**config.mk**
```make
export PLATFORM = sky130hd
export DESIGN_NAME = axi4l_initiator
export DESIGN_NICKNAME = d
export VERILOG_FILES = /design/src/rtl/axi4l_initiator.sv
export SDC_FILE = /design/constraint.sdc
export NUM_CORES = 1
export LEC_CHECK = 0
export ABC_AREA = 1
export CAP_MARGIN = 15
export CORE_MARGIN = 2
export CORE_UTILIZATION = 42
export CTS_CLUSTER_DIAMETER = 80
export DETAILED_ROUTE_END_ITERATION = 16
export HOLD_SLACK_MARGIN = 0.12
export PLACE_DENSITY = 0.8
export SYNTH_ARGS = -nofsm -noshare
export SYNTH_HDL_FRONTEND = slang
export SYNTH_SLANG_ARGS = --single-unit
```
**constraint.sdc**
```tcl
create_clock -name aclk -period 1.45 [get_ports aclk]
set_input_delay 0.145 -clock aclk [delete_from_list [all_inputs] [get_ports aclk]]
set_output_delay 0.145 -clock aclk [all_outputs]
set_load 0.03 [all_outputs]
```
**src/rtl/axi4l_initiator.sv**
```systemverilog
// AXI4-lite single-outstanding initiator: converts write/read request pulses into AW/W/B or AR/R transactions.
// Optional response timeout is enabled by defining AXI4L_INITIATOR_TIMEOUT_EN.
module axi4l_initiator #(
    parameter int ADDR_WIDTH = 32,
    parameter int TIMEOUT    = 255
) (
    input  logic                  aclk,
    input  logic                  areset_n,
    input  logic                  wr_req_i,
    input  logic                  rd_req_i,
    input  logic [ADDR_WIDTH-1:0] addr_i,
    input  logic [31:0]           wdata_i,
    input  logic [3:0]            wstrb_i,
    output logic                  ack_o,
    output logic                  err_o,
    output logic [31:0]           rdata_o,
    output logic                  awvalid_o,
    input  logic                  awready_i,
    output logic [ADDR_WIDTH-1:0] awaddr_o,
    output logic                  wvalid_o,
    input  logic                  wready_i,
    output logic [31:0]           wdata_o,
    output logic [3:0]            wstrb_o,
    input  logic                  bvalid_i,
    output logic                  bready_o,
    input  logic [1:0]            bresp_i,
    output logic                  arvalid_o,
    input  logic                  arready_i,
    output logic [ADDR_WIDTH-1:0] araddr_o,
    input  logic                  rvalid_i,
    output logic                  rready_o,
    input  logic [31:0]           rdata_i,
    input  logic [1:0]            rresp_i
);

    typedef enum logic [1:0] {
        ST_IDLE  = 2'd0,
        ST_WRITE = 2'd1,
        ST_READ  = 2'd2
    } state_t;

    state_t                state_r, state_s;
    logic                  awvalid_r, awvalid_s;
    logic                  wvalid_r, wvalid_s;
    logic                  bready_r, bready_s;
    logic                  arvalid_r, arvalid_s;
    logic                  rready_r, rready_s;
    logic                  ack_r, ack_s;
    logic                  err_r, err_s;
    logic [31:0]           rdata_r, rdata_s;
    logic [ADDR_WIDTH-1:0] awaddr_r, awaddr_s;
    logic [31:0]           wdata_r, wdata_s;
    logic [3:0]            wstrb_r, wstrb_s;
    logic [ADDR_WIDTH-1:0] araddr_r, araddr_s;

`ifdef AXI4L_INITIATOR_TIMEOUT_EN
    localparam int CNT_W = $clog2(TIMEOUT + 1);
    logic [CNT_W-1:0] cnt_r, cnt_s;
    logic             unused_s;
    assign unused_s = ^{bresp_i[0], rresp_i[0]};
`else
    logic unused_s;
    assign unused_s = ^{bresp_i[0], rresp_i[0], TIMEOUT[0]};
`endif

    // Next-state and next-output logic for the transaction FSM
    always_comb begin
        state_s   = state_r;
        awvalid_s = awvalid_r;
        wvalid_s  = wvalid_r;
        bready_s  = bready_r;
        arvalid_s = arvalid_r;
        rready_s  = rready_r;
        ack_s     = 1'b0;
        err_s     = 1'b0;
        rdata_s   = rdata_r;
        awaddr_s  = awaddr_r;
        wdata_s   = wdata_r;
        wstrb_s   = wstrb_r;
        araddr_s  = araddr_r;
`ifdef AXI4L_INITIATOR_TIMEOUT_EN
        cnt_s     = '0;
`endif
        case (state_r)
            ST_IDLE: begin
                // Write wins over a coincident read; the read is simply dropped.
                if (wr_req_i) begin
                    state_s   = ST_WRITE;
                    awvalid_s = 1'b1;
                    wvalid_s  = 1'b1;
                    awaddr_s  = addr_i;
                    wdata_s   = wdata_i;
                    wstrb_s   = wstrb_i;
                end else if (rd_req_i) begin
                    state_s   = ST_READ;
                    arvalid_s = 1'b1;
                    araddr_s  = addr_i;
                end else begin
                    state_s   = ST_IDLE;
                end
            end
            ST_WRITE: begin
                if (awvalid_r && awready_i) begin
                    awvalid_s = 1'b0;
                end else begin
                    awvalid_s = awvalid_r;
                end
                if (wvalid_r && wready_i) begin
                    wvalid_s = 1'b0;
                end else begin
                    wvalid_s = wvalid_r;
                end
                if (bready_r && bvalid_i) begin
                    bready_s = 1'b0;
                    ack_s    = 1'b1;
                    err_s    = bresp_i[1];
                    state_s  = ST_IDLE;
                end else begin
                    bready_s = !awvalid_s && !wvalid_s;
                end
            end
            ST_READ: begin
                if (arvalid_r && arready_i) begin
                    arvalid_s = 1'b0;
                    rready_s  = 1'b1;
                end else begin
                    arvalid_s = arvalid_r;
                end
                if (rready_r && rvalid_i) begin
                    rready_s = 1'b0;
                    rdata_s  = rdata_i;
                    ack_s    = 1'b1;
                    err_s    = rresp_i[1];
                    state_s  = ST_IDLE;
                end else begin
                    state_s  = ST_READ;
                end
            end
            default: begin
                state_s   = ST_IDLE;
                awvalid_s = 1'b0;
                wvalid_s  = 1'b0;
                bready_s  = 1'b0;
                arvalid_s = 1'b0;
                rready_s  = 1'b0;
            end
        endcase
`ifdef AXI4L_INITIATOR_TIMEOUT_EN
        // A real completion in the final cycle takes precedence over the timeout.
        if (state_r != ST_IDLE) begin
            if (ack_s) begin
                cnt_s = '0;
            end else if (cnt_r == CNT_W'(TIMEOUT - 1)) begin
                awvalid_s = 1'b0;
                wvalid_s  = 1'b0;
                bready_s  = 1'b0;
                arvalid_s = 1'b0;
                rready_s  = 1'b0;
                ack_s     = 1'b1;
                err_s     = 1'b1;
                state_s   = ST_IDLE;
                cnt_s     = '0;
            end else begin
                cnt_s = cnt_r + CNT_W'(1);
            end
        end else begin
            cnt_s = '0;
        end
`endif
    end

    // State and output registers
    always_ff @(posedge aclk or negedge areset_n) begin
        if (!areset_n) begin
            state_r   <= ST_IDLE;
            awvalid_r <= 1'b0;
            wvalid_r  <= 1'b0;
            bready_r  <= 1'b0;
            arvalid_r <= 1'b0;
            rready_r  <= 1'b0;
            ack_r     <= 1'b0;
            err_r     <= 1'b0;
            rdata_r   <= 32'h0;
            awaddr_r  <= '0;
            wdata_r   <= 32'h0;
            wstrb_r   <= 4'h0;
            araddr_r  <= '0;
`ifdef AXI4L_INITIATOR_TIMEOUT_EN
            cnt_r     <= '0;
`endif
        end else begin
            state_r   <= state_s;
            awvalid_r <= awvalid_s;
            wvalid_r  <= wvalid_s;
            bready_r  <= bready_s;
            arvalid_r <= arvalid_s;
            rready_r  <= rready_s;
            ack_r     <= ack_s;
            err_r     <= err_s;
            rdata_r   <= rdata_s;
            awaddr_r  <= awaddr_s;
            wdata_r   <= wdata_s;
            wstrb_r   <= wstrb_s;
            araddr_r  <= araddr_s;
`ifdef AXI4L_INITIATOR_TIMEOUT_EN
            cnt_r     <= cnt_s;
`endif
        end
    end

    assign ack_o     = ack_r;
    assign err_o     = err_r;
    assign rdata_o   = rdata_r;
    assign awvalid_o = awvalid_r;
    assign awaddr_o  = awaddr_r;
    assign wvalid_o  = wvalid_r;
    assign wdata_o   = wdata_r;
    assign wstrb_o   = wstrb_r;
    assign bready_o  = bready_r;
    assign arvalid_o = arvalid_r;
    assign araddr_o  = araddr_r;
    assign rready_o  = rready_r;

endmodule

```
==> results.sh <==
export IMPL_ctsLongestPathBuffers=2
export IMPL_synth_avg_cell_area_um2=9.574
export IMPL_grt_ovfl_total=0
export IMPL_crit_path_max_fanout=4
export IMPL_cts_max_level=4
export IMPL_dp_slack_ps=-61.10
export IMPL_r2r_worst_path_cells=7
export IMPL_drive_above_1_share=0.1286
export IMPL_grt_pass1_vias=4823
export IMPL_synth_cell_type_count=19
export IMPL_syn_to_final_growth_pct=56.27
export IMPL_grt_max_degree=65
export IMPL_yosysWarnings=0
export IMPL_maxSlewHeadroom=0.7587
export IMPL_post_route_util=0.6764
export IMPL_worst_pin_slew_ps=362.0
export IMPL_viasPerCell=4.609
export IMPL_wl_per_cell_um=14.48
export IMPL_drt_initial_drc_count=204
export IMPL_grt_antenna_before_repair=0
export IMPL_power_total_mw=21.46
export IMPL_dieArea_mm2=0.01465
export IMPL_die_height_um=121.1
export IMPL_min_path_type="primary input to asynchronous set/reset pin"
export IMPL_ys_ff_latch=141
export IMPL_synth_yosys_seq_area_share=0.6132
export IMPL_finalNetCount=985
export IMPL_required_ps=1750
export IMPL_startpoint="state_r[1]"
export IMPL_status="finished, final reports clean"
export IMPL_cts_tree="done"
export IMPL_syn_area_mm2=0.005754
export IMPL_num_vias=4862
export IMPL_clkSinkCount=141
export IMPL_finalInstanceArea_mm2=0.008992
export IMPL_finalSetupViolCount=0
export IMPL_core_rowCount=42
export IMPL_synth_compound_area_frac=0.1120
export IMPL_cp_slowest_cell="dfrtp_1"
export IMPL_cts_root_buf="clkbuf_16"
export IMPL_ios=252
export IMPL_synth_mux_area_frac=0
export IMPL_p_per_area_mw_per_mm2=2387
export IMPL_n_antenna_cell=0
export IMPL_core_mm2=0.01330
export IMPL_initial_core_util=0.4328
export IMPL_io_buffers=249
export IMPL_numCtsBuffers=17
export IMPL_r2r_start="state_r[1]"
export IMPL_synth_simple_area_share=0.1703
export IMPL_crit_path_start_kind="register"
export IMPL_max_freq_mhz=710.0
export IMPL_timing_critical_path_arrival_ps=1710
export IMPL_drc=0
export IMPL_setup_slack_ps=41.56
export IMPL_slew_viol_final=0
export IMPL_grt_util_all_layers=0.2172
export IMPL_rrSetupSlack_ps=40
export IMPL_max_stage_delay_ps=380
export IMPL_mostFrequentLayoutCell="nand2_1"
export IMPL_hpwl_um=10790
export IMPL_synth_adder_area_share=0.01305
export IMPL_dr_pass1_iters=4
export IMPL_hold_violations=0
export IMPL_gp_congestion=0.8440
export IMPL_synth_top_family_by_area="simple AND/OR/NAND/NOR gates"
export IMPL_skew_ps=6.466
export IMPL_min_period_over_period=0.9713
export IMPL_cp_end_kind="register"
export IMPL_synth_nets=720
export IMPL_leakagePower_nw=4.799
export IMPL_final_cell_mix="nand2_1, dfrtp_1, dlygate4sd2_1, clkdlybuf4s50_1, inv_1"
export IMPL_crit_end="awvalid_o"
export IMPL_dpl_cell_area_mm2=0.008451
export IMPL_fin_hold_ws_ps=196.6
export IMPL_final_antenna_net_count=0
export IMPL_cpMostUsedCell="buf_4"
export IMPL_synth_xor_area_frac=0
export IMPL_maxCapViolations=0
export IMPL_vdd_ir_drop_max_mv=1.311
export IMPL_period_minus_slack_ps=1408
export IMPL_critPathKind="register to register"
export IMPL_clkSlewWorstSetupHoldPaths_ps=60
export IMPL_grt_first_pass_wirelength_um=24480
export IMPL_synth_cells=601
export IMPL_r2r_end="awvalid_o"
export IMPL_crit_chain="buf_4 > ha_2 > buf_4 > o21bai_2 > buf_4 > nand2_1 > nand2_1"
export IMPL_die_w_um=121.1
export IMPL_drt_total_wl_um=15280
export IMPL_clkLatencyLatePin_ps=420
-- critical path: cells and delay by family, from the launching register on --
kind	cells	cell delay, ps
buffers and inverters	3	440
flip-flops	1	380
AND/OR/NAND/NOR	2	110
AO/OA/AOI/OAI	1	190
adder cells (fa/ha/maj)	1	190
-- Yosys cell counts (all sizes together) --
master  count  share of area
inv        74          0.048
o21ai      98           0.11
buf        25          0.040
nand4       3         0.0033
nand3       7         0.0061
o21bai      1         0.0013
ha          6          0.013
nand3b      1         0.0013
nand2     233           0.16
clkbuf      3         0.0020
nor2        5         0.0033
clkinv      1         0.0015
dfrtp     141           0.61
a21oi       3         0.0026
-- metrics by stage --
step | TNS, ps | cells
2_1_floorplan | 0 | 601
6_report | 0 | 1055
3_3_place_gp | -117.0 | 1016
4_1_cts | 0 | 1052
3_5_place_dp | -1062 | 1016
5_1_grt | -9.129 | 1055
-- kinds of logic after synthesis --
kind of cell / count (synthesis)
buf+inv: 103
flops: 141
simple gates: 249
fa+ha+maj: 6
compound gates: 102
-- flip-flops by register name (all words and copies together), names as in the netlist --
register and flops:
wdata_o 32, err_o 1, rdata_o 32, araddr_o 32
wvalid_o 1, rready_o 1, wstrb_o 4, ack_o 1
awaddr_o 32, state_r 2, bready_o 1, awvalid_o 1
arvalid_o 1
-- power breakdown --
group	leakage, nW	switching, mW	internal (mW)
registers	1.79	0.923	5.76
clock network	0.276	1.67	2.74
logic	2.74	6.89	3.47
-- layer usage --
metal	vias up	GRT usage	share of wire
li1	2388	-	-
met1	2293	0.2541	0.40
met2	156	0.3820	0.52
met3	25	0.05451	0.055
met4	0	0.08430	0.025
met5	-	0	0
-- area by class of cell --
class                   instances  area, µm²
fillers                      1104       4303
flip-flops and latches        141       3528
repair buffers                274       2605
multi-input cells             357       1740
clock buffers                  18      439.2
inverters                      75      289.0
well taps                     176      220.2
clock inverters                14      170.2
-- what timing repair did --
item / 4_1_cts / 5_1_grt
hold buffers: 1 / 0
pin swaps: 0 / 2
buffers inserted: 2 / 3
endpoints found under the hold margin: 141 / 0
gates cloned: 1 / 0
gates resized for setup: 145 / 15
endpoints found under the setup margin: 177 / 48
-- how the worst min path moves through the flow --
| stage | end | slack, ps | depth (start not counted) |
|---|---|---|---|
| after floorplan | ack_o | -150 | 0 |
| after global placement | awaddr_o[19] | 80 | 1 |
| after detailed placement | awaddr_o[27] | 70 | 1 |
| after CTS | araddr_o[29] | 190 | 2 |
| after global routing | awaddr_o[21] | 210 | 2 |
| final | awaddr_o[19] | 200 | 2 |
Power figures use the tool's default switching activity.
